## config.mk

```make
export PLATFORM = sky130hd
export DESIGN_NAME = axi_lite_mem_slave
export DESIGN_NICKNAME = d
export VERILOG_FILES = /design/src/rtl/axi_lite_pkg.sv /design/src/rtl/axi_lite_mem_array.sv /design/src/rtl/axi_lite_mem_slave.sv
export SDC_FILE = /design/constraint.sdc
export NUM_CORES = 2
export LEC_CHECK = 0
export CORE_MARGIN = 3
export CORE_UTILIZATION = 55
export CTS_BUF_LIST = sky130_fd_sc_hd__clkbuf_4
export CTS_CLUSTER_DIAMETER = 30
export DETAILED_ROUTE_END_ITERATION = 7
export PLACE_DENSITY = 0.74
export SYNTH_ARGS = -nofsm -noshare
export SYNTH_HDL_FRONTEND = slang
export SYNTH_SLANG_ARGS = --single-unit
```

## constraint.sdc

```tcl
create_clock -name s_axi_aclk -period 4.4 [get_ports s_axi_aclk]
set_input_delay 0.88 -clock s_axi_aclk [delete_from_list [all_inputs] [get_ports s_axi_aclk]]
set_output_delay 0.88 -clock s_axi_aclk [all_outputs]
set_load 0.01 [all_outputs]
```

## src/rtl/axi_lite_pkg.sv

```systemverilog
// Shared AXI4-Lite definitions: response codes and channel FSM state encodings.
package axi_lite_pkg;

  localparam logic [1:0] RESP_OKAY   = 2'b00;
  localparam logic [1:0] RESP_SLVERR = 2'b10;

  typedef enum logic {W_IDLE, W_RESP} wr_state_t;
  typedef enum logic {R_IDLE, R_DATA} rd_state_t;

endpackage

```

## src/rtl/axi_lite_mem_array.sv

```systemverilog
// Word storage with one byte-enabled synchronous write port and one synchronous read port.
// A read and write to the same word in one cycle returns the pre-write contents.
module axi_lite_mem_array #(
  parameter int unsigned DATA_WIDTH = 32,
  parameter int unsigned DEPTH      = 64,
  parameter int unsigned ADDR_BITS  = (DEPTH > 1) ? $clog2(DEPTH) : 1
) (
  input  logic                    clk,
  input  logic                    we,
  input  logic [ADDR_BITS-1:0]    waddr,
  input  logic [DATA_WIDTH-1:0]   wdata,
  input  logic [DATA_WIDTH/8-1:0] wstrb,
  input  logic                    re,
  input  logic [ADDR_BITS-1:0]    raddr,
  output logic [DATA_WIDTH-1:0]   rdata
);

  localparam int unsigned StrbW = DATA_WIDTH / 8;

  logic [DATA_WIDTH-1:0] mem [DEPTH];

  always_ff @(posedge clk) begin
    if (we) begin
      for (int i = 0; i < StrbW; i++) begin
        if (wstrb[i]) mem[waddr][i*8 +: 8] <= wdata[i*8 +: 8];
      end
    end
    if (re) rdata <= mem[raddr];
  end

endmodule

```

## src/rtl/axi_lite_mem_slave.sv

```systemverilog
// AXI4-Lite responder over a byte-enabled word memory; independent write and read FSMs,
// one outstanding transaction per channel, out-of-range accesses answer SLVERR.
module axi_lite_mem_slave
  import axi_lite_pkg::*;
#(
  parameter int unsigned DATA_WIDTH = 32,
  parameter int unsigned ADDR_WIDTH = 8,
  parameter int unsigned DEPTH      = 2 ** (ADDR_WIDTH - 2)
) (
  input  logic                    s_axi_aclk,
  input  logic                    s_axi_areset,
  input  logic [ADDR_WIDTH-1:0]   s_axi_awaddr,
  input  logic                    s_axi_awvalid,
  output logic                    s_axi_awready,
  input  logic [DATA_WIDTH-1:0]   s_axi_wdata,
  input  logic [DATA_WIDTH/8-1:0] s_axi_wstrb,
  input  logic                    s_axi_wvalid,
  output logic                    s_axi_wready,
  output logic [1:0]              s_axi_bresp,
  output logic                    s_axi_bvalid,
  input  logic                    s_axi_bready,
  input  logic [ADDR_WIDTH-1:0]   s_axi_araddr,
  input  logic                    s_axi_arvalid,
  output logic                    s_axi_arready,
  output logic [DATA_WIDTH-1:0]   s_axi_rdata,
  output logic [1:0]              s_axi_rresp,
  output logic                    s_axi_rvalid,
  input  logic                    s_axi_rready
);

  localparam int unsigned StrbW = DATA_WIDTH / 8;
  localparam int unsigned OffW  = $clog2(StrbW);
  localparam int unsigned IdxW  = ADDR_WIDTH - OffW;
  localparam int unsigned MemAw = (DEPTH > 1) ? $clog2(DEPTH) : 1;

  // Byte-offset bits are deliberately ignored: only aligned word access exists.
  logic unused_addr_bits;
  assign unused_addr_bits = ^{s_axi_awaddr[OffW-1:0], s_axi_araddr[OffW-1:0]};

  // ---------------- write channel ----------------
  wr_state_t             wr_state_q, wr_state_d;
  logic                  aw_cap_q, aw_cap_d;
  logic                  w_cap_q, w_cap_d;
  logic [1:0]            bresp_q, bresp_d;
  logic [IdxW-1:0]       awidx_q;
  logic [DATA_WIDTH-1:0] wdata_q;
  logic [StrbW-1:0]      wstrb_q;

  logic                  aw_hs, w_hs, wr_fire, wr_in_range;
  logic [IdxW-1:0]       wr_idx;
  logic [DATA_WIDTH-1:0] wr_data;
  logic [StrbW-1:0]      wr_strb;

  assign aw_hs       = s_axi_awvalid && s_axi_awready;
  assign w_hs        = s_axi_wvalid && s_axi_wready;
  // Bypass the holding registers so the commit can happen on the completing handshake edge.
  assign wr_idx      = aw_cap_q ? awidx_q : s_axi_awaddr[ADDR_WIDTH-1:OffW];
  assign wr_data     = w_cap_q ? wdata_q : s_axi_wdata;
  assign wr_strb     = w_cap_q ? wstrb_q : s_axi_wstrb;
  assign wr_in_range = 32'(wr_idx) < DEPTH;
  assign wr_fire     = (wr_state_q == W_IDLE) && (aw_cap_q || aw_hs) && (w_cap_q || w_hs);

  always_comb begin
    wr_state_d    = wr_state_q;
    aw_cap_d      = aw_cap_q;
    w_cap_d       = w_cap_q;
    bresp_d       = bresp_q;
    s_axi_awready = 1'b0;
    s_axi_wready  = 1'b0;
    s_axi_bvalid  = 1'b0;
    unique case (wr_state_q)
      W_IDLE: begin
        s_axi_awready = !s_axi_areset && !aw_cap_q;
        s_axi_wready  = !s_axi_areset && !w_cap_q;
        if (aw_hs) aw_cap_d = 1'b1;
        if (w_hs)  w_cap_d  = 1'b1;
        if (wr_fire) begin
          bresp_d    = wr_in_range ? RESP_OKAY : RESP_SLVERR;
          wr_state_d = W_RESP;
        end
      end
      W_RESP: begin
        s_axi_bvalid = !s_axi_areset;
        if (s_axi_bready) begin
          aw_cap_d   = 1'b0;
          w_cap_d    = 1'b0;
          wr_state_d = W_IDLE;
        end
      end
      default: wr_state_d = W_IDLE;
    endcase
  end

  always_ff @(posedge s_axi_aclk) begin
    if (s_axi_areset) begin
      wr_state_q <= W_IDLE;
      aw_cap_q   <= 1'b0;
      w_cap_q    <= 1'b0;
      bresp_q    <= RESP_OKAY;
    end else begin
      wr_state_q <= wr_state_d;
      aw_cap_q   <= aw_cap_d;
      w_cap_q    <= w_cap_d;
      bresp_q    <= bresp_d;
    end
  end

  always_ff @(posedge s_axi_aclk) begin
    if (aw_hs) awidx_q <= s_axi_awaddr[ADDR_WIDTH-1:OffW];
    if (w_hs) begin
      wdata_q <= s_axi_wdata;
      wstrb_q <= s_axi_wstrb;
    end
  end

  assign s_axi_bresp = bresp_q;

  // ---------------- read channel ----------------
  rd_state_t             rd_state_q, rd_state_d;
  logic [1:0]            rresp_q, rresp_d;
  logic                  ar_hs, rd_in_range;
  logic [IdxW-1:0]       rd_idx;
  logic [DATA_WIDTH-1:0] mem_rdata;

  assign ar_hs       = s_axi_arvalid && s_axi_arready;
  assign rd_idx      = s_axi_araddr[ADDR_WIDTH-1:OffW];
  assign rd_in_range = 32'(rd_idx) < DEPTH;

  always_comb begin
    rd_state_d    = rd_state_q;
    rresp_d       = rresp_q;
    s_axi_arready = 1'b0;
    s_axi_rvalid  = 1'b0;
    unique case (rd_state_q)
      R_IDLE: begin
        s_axi_arready = !s_axi_areset;
        if (ar_hs) begin
          rresp_d    = rd_in_range ? RESP_OKAY : RESP_SLVERR;
          rd_state_d = R_DATA;
        end
      end
      R_DATA: begin
        s_axi_rvalid = !s_axi_areset;
        if (s_axi_rready) rd_state_d = R_IDLE;
      end
      default: rd_state_d = R_IDLE;
    endcase
  end

  always_ff @(posedge s_axi_aclk) begin
    if (s_axi_areset) begin
      rd_state_q <= R_IDLE;
      rresp_q    <= RESP_OKAY;
    end else begin
      rd_state_q <= rd_state_d;
      rresp_q    <= rresp_d;
    end
  end

  // The array's read register only loads on an accepted AR, so it holds through R_DATA.
  assign s_axi_rdata = (s_axi_rvalid && rresp_q == RESP_OKAY) ? mem_rdata : '0;
  assign s_axi_rresp = rresp_q;

  axi_lite_mem_array #(
    .DATA_WIDTH(DATA_WIDTH),
    .DEPTH     (DEPTH),
    .ADDR_BITS (MemAw)
  ) u_mem (
    .clk  (s_axi_aclk),
    .we   (wr_fire && wr_in_range),
    .waddr(wr_idx[MemAw-1:0]),
    .wdata(wr_data),
    .wstrb(wr_strb),
    .re   (ar_hs && rd_in_range),
    .raddr(rd_idx[MemAw-1:0]),
    .rdata(mem_rdata)
  );

endmodule

```

==> impl_results.md <==
* Initial DRC Count at 6669
* Total grt overflow at 0
* GP Congestion at 0.995
* Total GRT Usage at 28.9%
* Vias per cell at 6.34
* # clock sinks at 2126
* Initial Util at 55.6%
* Drt wl/cell at 31.1 um
* Max rail drop VDD at 0.313 mV
* Placed Instance Area at 88000 um2
* Antenna violations before repair at 14
* Dpl cells at 6299
* Commonest register cell after synthesis: edfxtp_1
* Critical Path RT at 3.52 ns
* Area Growth Syn to Fin at 14.5%
* Synth Warn # at 0
* Boundary Pins at 100
* Sequential share of the synthesized area at 77.3%
* Die height at 393 um
* Critical path endpoint category: primary output
* Drt pass-1 iters at 7
* H-tree levels at 6
* Layout cells sized above 1 at 34.0%
* Port buffer count at 91
* Yosys top cell by area: edfxtp_1
* Largest net degree at the start of global routing at 67
* Rel. slew slack at 10.4%
* Worst Hold Class: input pin to flop
* Post-synthesis cell type count at 50
* DIE AREA at 155000 um2
* RSZ-0062 raised after global routing: no
* Yosys reg bits at 2126
* Worst slew pin tran at 1.34 ns
* Mean post-synth cell area at 20.5 um2
* Final setup vio count at 0
* Clock Skew at 0.0941 ns
* Core area at 148000 um2
* Count leader, synth: edfxtp_1
* Post-synthesis xor/xnor area fraction at 0%
* Final ANT Viol Nets at 0
* Site row count at 141
* Main combinational cell family by area after synthesis: multiplexers
* Commonest cells post-synth: edfxtp_1, mux4_2, nor2_1, nand2_1, mux2i_1
* Max_cap viols at 0
* CP max FO at 19
* Syn Inst Count at 4018
* First-pass GRT wire length at 318 mm
* Root Buffer: clkbuf_4
* Async set-or-reset flop fraction in the synthesized netlist at 0%
* Hold Fails Final Rpt at 0
* Count of pins over their slew limit at 0
* DR vias at 45500
* Final Non-Filler Cells at 7183
* Die Wd at 393 um
* Critical Path AT at 3.44 ns
* Cts bufs inserted at 552
* HPWL after DPL at 143 mm
* Leak at 31.0 nW
* CTS tree: done
* Compound-Gate Fraction of Synth Area at 2.55%
* Residual DRC at 0
* Pwr dens at 437 nW/um2
* Setup TNS at 0 ns
* Critical path type: flop to primary output
* Fillcell total at 9968
* Clock-pin slew on the worst setup and hold paths at 0.06 ns
* Final worst path period share at 98.2%
* Setup bufs post-CTS at 0
* Max Freq at 231 MHz
* Drt total wl at 223 mm
* Synth Area in Simple Gates at 3.91%
* Vias in the first global route at 45800
* Mux cell area share after synthesis at 14.5%
* Synth Cell Area at 82600 um2
* Yosys top cell area share at 77.2%
* Outcome: complete, no violations
* Post-route cell area at 94500 um2
* Clk Latency, worst-skew pair at 1.32 ns
* Post-synth EDFFs at 2122
* CP Launch Type: flop
* Number of nets in the layout at 4910
* Post-Synth Adder-Cell Area at 0%
* Clock tree buffer depth at 4
* Synth area leaders: edfxtp_1, mux4_2, mux2i_1, nor2_1, nand2_1
* Min Tclk post-route at 4.32 ns
* Post_cts resized at 0
* CTS Hold Bufs at 0
==> cells in the final DEF, fill, tap and decap left out, types with 47 or more instances in the layout <==
master	instances
clkbuf_4	772
clkdlybuf4s50_1	86
nand2_1	209
nand3_1	84
edfxtp_1	2122
a22oi_1	56
buf_4	399
clkinv_1	59
o22ai_1	47
a21oi_1	49
mux4_2	456
nor2_1	298
mux2i_1	118
==> where the power goes <==
| part | total, W | switching [W] | internal (W) |
|---|---|---|---|
| registers | 0.0227 | 0.0000507 | 0.0226 |
| logic | 0.00252 | 0.00173 | 0.000785 |
| clock network | 0.0161 | 0.00748 | 0.00859 |
| total | 0.0413 | 0.00926 | 0.0320 |
==> cell type report <==
| class | instances | area [um2] | area share (%) |
|---|---|---|---|
| diodes | 16 | 40.0 | 0.0424 |
| repair buffers | 509 | 4310 | 4.56 |
| well taps | 2002 | 2500 | 2.65 |
| inverters | 10 | 37.5 | 0.0397 |
| clock inverters | 96 | 651 | 0.688 |
| clock buffers | 772 | 5800 | 6.13 |
| flip-flops and latches | 2126 | 63800 | 67.5 |
| multi-input cells | 1652 | 17400 | 18.4 |
==> worst max-delay path: stages (launching register included) <==
cell	delay, ns
dfxtp_1	0.49
nor2b_4	0.62
buf_4	0.32
and2_1	0.15
clkdlybuf4s50_1	0.54
==> kinds of logic (layout without fill, tap and decap cells) <==
| group | after synthesis | in the layout |
|---|---|---|
| flip-flops | 2126 | 2126 |
| AND/OR/NAND/NOR | 738 | 738 |
| multiplexers | 619 | 619 |
| AO/OA/AOI/OAI | 291 | 291 |
| buffers and inverters | 243 | 1387 |
| other | 1 | 20 |
==> through the flow <==
step | setup slack [ns] | util [%] | hold slack (ns) | total power [W]
floorplan | 1.60 | - | 0.554 | 0.0245
global placement | 0.437 | 59.3 | 0.601 | 0.0255
detailed placement | 0.399 | 59.3 | 0.602 | 0.0256
CTS | 0.119 | 63.7 | 0.0726 | 0.0414
global route | 0.0160 | 63.7 | 0.0787 | 0.0428
finish | 0.0788 | 63.7 | 0.170 | 0.0413
==> flip-flops by register name, indices dropped and copies added (netlist names) <==
name	cells
u_mem.mem	2048
wstrb_q	4
w_cap_q	1
rd_state_q	1
wr_state_q	1
aw_cap_q	1
awidx_q	6
wdata_q	32
u_mem.rdata	32
==> path summary, 6_finish.rpt <==
| check | from | endpoint | slack [ns] | cells past startpoint |
|---|---|---|---|---|
| min reg2reg | wr_state_q | wr_state_q | 0.61 | 2 |
| min | s_axi_wdata[27] | wdata_q[27] | 0.17 | 1 |
| max | rd_state_q | s_axi_rdata[13] | 0.08 | 4 |
| max reg2reg | aw_cap_q | u_mem.mem[2][9] | 0.86 | 5 |
==> layer usage <==
layer / part of all wire (%) / wire [um] / global-route usage, %
met1: 35 / 78600 / 39.2
met2: 46 / 103000 / 43.1
met3: 14 / 30500 / 8.83
met4: 5.0 / 11200 / 14.6
met5: 0.023 / 51 / 0
No activity file was read; power rests on OpenSTA's default activity.
==> edit (same flow settings) <==
`ADDR_WIDTH`: 8 -> 7.
--- a/src/rtl/axi_lite_mem_slave.sv
+++ b/src/rtl/axi_lite_mem_slave.sv
@@ -6,3 +6,3 @@
   parameter int unsigned DATA_WIDTH = 32,
-  parameter int unsigned ADDR_WIDTH = 8,
+  parameter int unsigned ADDR_WIDTH = 7,
   parameter int unsigned DEPTH      = 2 ** (ADDR_WIDTH - 2)
Interface: changed (resized s_axi_araddr and s_axi_awaddr); port bits go from 100 to 98. The function was not compared with the original's and may differ.
==> edit against the original RTL <==
  * The run now ends with design-rule violations left
  * Critical path depth increased by 1
  * Area after synthesis down 47%
  * Non-clock buffer count decreased by 341
  * Largest power group unchanged
  * Critical endpoint is now s_axi_rdata[14]
  * Total power fell by 48%
  * Largest cell class unchanged
  * Clock power shrank 49%
  * Sequential cell count shrank 1025
  * Via count fell by 46%
  * Highest routed layer unchanged
  * Routed wire length decreased by 54%
  * Setup slack improved by 0.55 ns
  * Cell area shrank 48%
==> edit: results <==
set metrics [dict create \
    pre_cts_ws_ns 0.580 \
    globalplace.congestion 0.829 \
    portBuffers 89 \
    met3_length_um 11800 \
    cp_slowest_stage_delay_ns 0.60 \
    synthTopCellsByArea "edfxtp_1 (75%), mux2i_1 (12%), a22oi_1 (1.7%)" \
    drt_iter0_markers 2797 \
    seq_area_frac_synth_pct 75.6 \
    layoutNonFillerInstCount 4102 \
    use_met3_pct 8.10 \
    status "complete, but fails checks" \
    grt_pass1_vias 25000 \
    synth_edf_count 1097 \
    avgSynthCellArea_sq_um 17.0 \
    ir_worst_vdd_mv 0.257 \
    grtUsageMet2_pct 38.1 \
    cts_htree_levels 5 \
    fill_cells 5520 \
    leakage_nw 17.3 \
    drive_gt1_share_pct 18.2 \
    grtUsageMet1_pct 33.7 \
    arrival_ns 2.89 \
    slew_headroom_pct 27.8 \
    critical_path_class "in2out" \
    via_count 24400 \
    cts_made_buffers 290 \
    fin_nets 2942 \
    drt_pass1_iterations 8 \
    synth_commonest_cells "edfxtp_1 (1097), mux2i_1 (512), nor2_1 (130)" \
    violations "design-rule violations" \
    antenna_found_initial 11 \
    place_hpwl_um 60100 \
    drc 2 \
]
==> edit: changes by cell type in the layout (fill, tap and decap cells not counted), moves of 47 or more <==
cell / change
edfxtp_1: -1025
mux4_2: -456
mux2i_1: +394
clkbuf_4: -380
buf_4: -333
nor2_1: -169
nand2_1: -96
a22o_1: +59
a21oi_1: +54
o22ai_1: -47
==> edit: cell families after synthesis <==
family          after synthesis  share of synthesized area (%)
mux                         548                           12.7
simple gates                458                           4.78
buf+inv                     162                           2.12
other cells                   1                        0.00859
flops                      1101                           75.6
compound gates              306                           4.81
==> edit: path summary, 6_finish.rpt <==
kind	startpoint	to	slack (ns)	depth (start not counted)
worst max-delay path	s_axi_areset	s_axi_rdata[14]	0.63	5
worst min register to register	wr_state_q	wr_state_q	0.64	2
worst min-delay path	s_axi_wdata[28]	wdata_q[28]	0.37	1
worst max register to register	aw_cap_q	u_mem.mem[14][30]	1.10	3
==> edit: power breakdown <==
group	switching, mW	total [mW]	internal, mW	leakage (nW)
combinational	0.914	1.32	0.401	5.33
clock	3.86	8.25	4.40	2.04
sequential	0.0314	11.8	11.7	9.91
total	4.80	21.3	16.5	17.3
==> edit: cell type report <==
class | instances | area (sq um) | area share [%]
sequential | 1101 | 33000 | 67.2
multi-input combinational | 1316 | 9770 | 19.9
clock buffer | 392 | 2940 | 5.99
timing repair buffer | 168 | 1650 | 3.36
tap | 1040 | 1300 | 2.65
clock inverter | 73 | 427 | 0.868
inverter | 8 | 30.0 | 0.0611
antenna | 4 | 10.0 | 0.0204
==> edit: worst register-to-register path, delay by kind of cell (launching register included) <==
| kind | cells | cell delay (ns) |
|---|---|---|
| flip-flops | 1 | 0.84 |
| AO/OA/AOI/OAI | 1 | 0.60 |
| AND/OR/NAND/NOR | 2 | 1.48 |
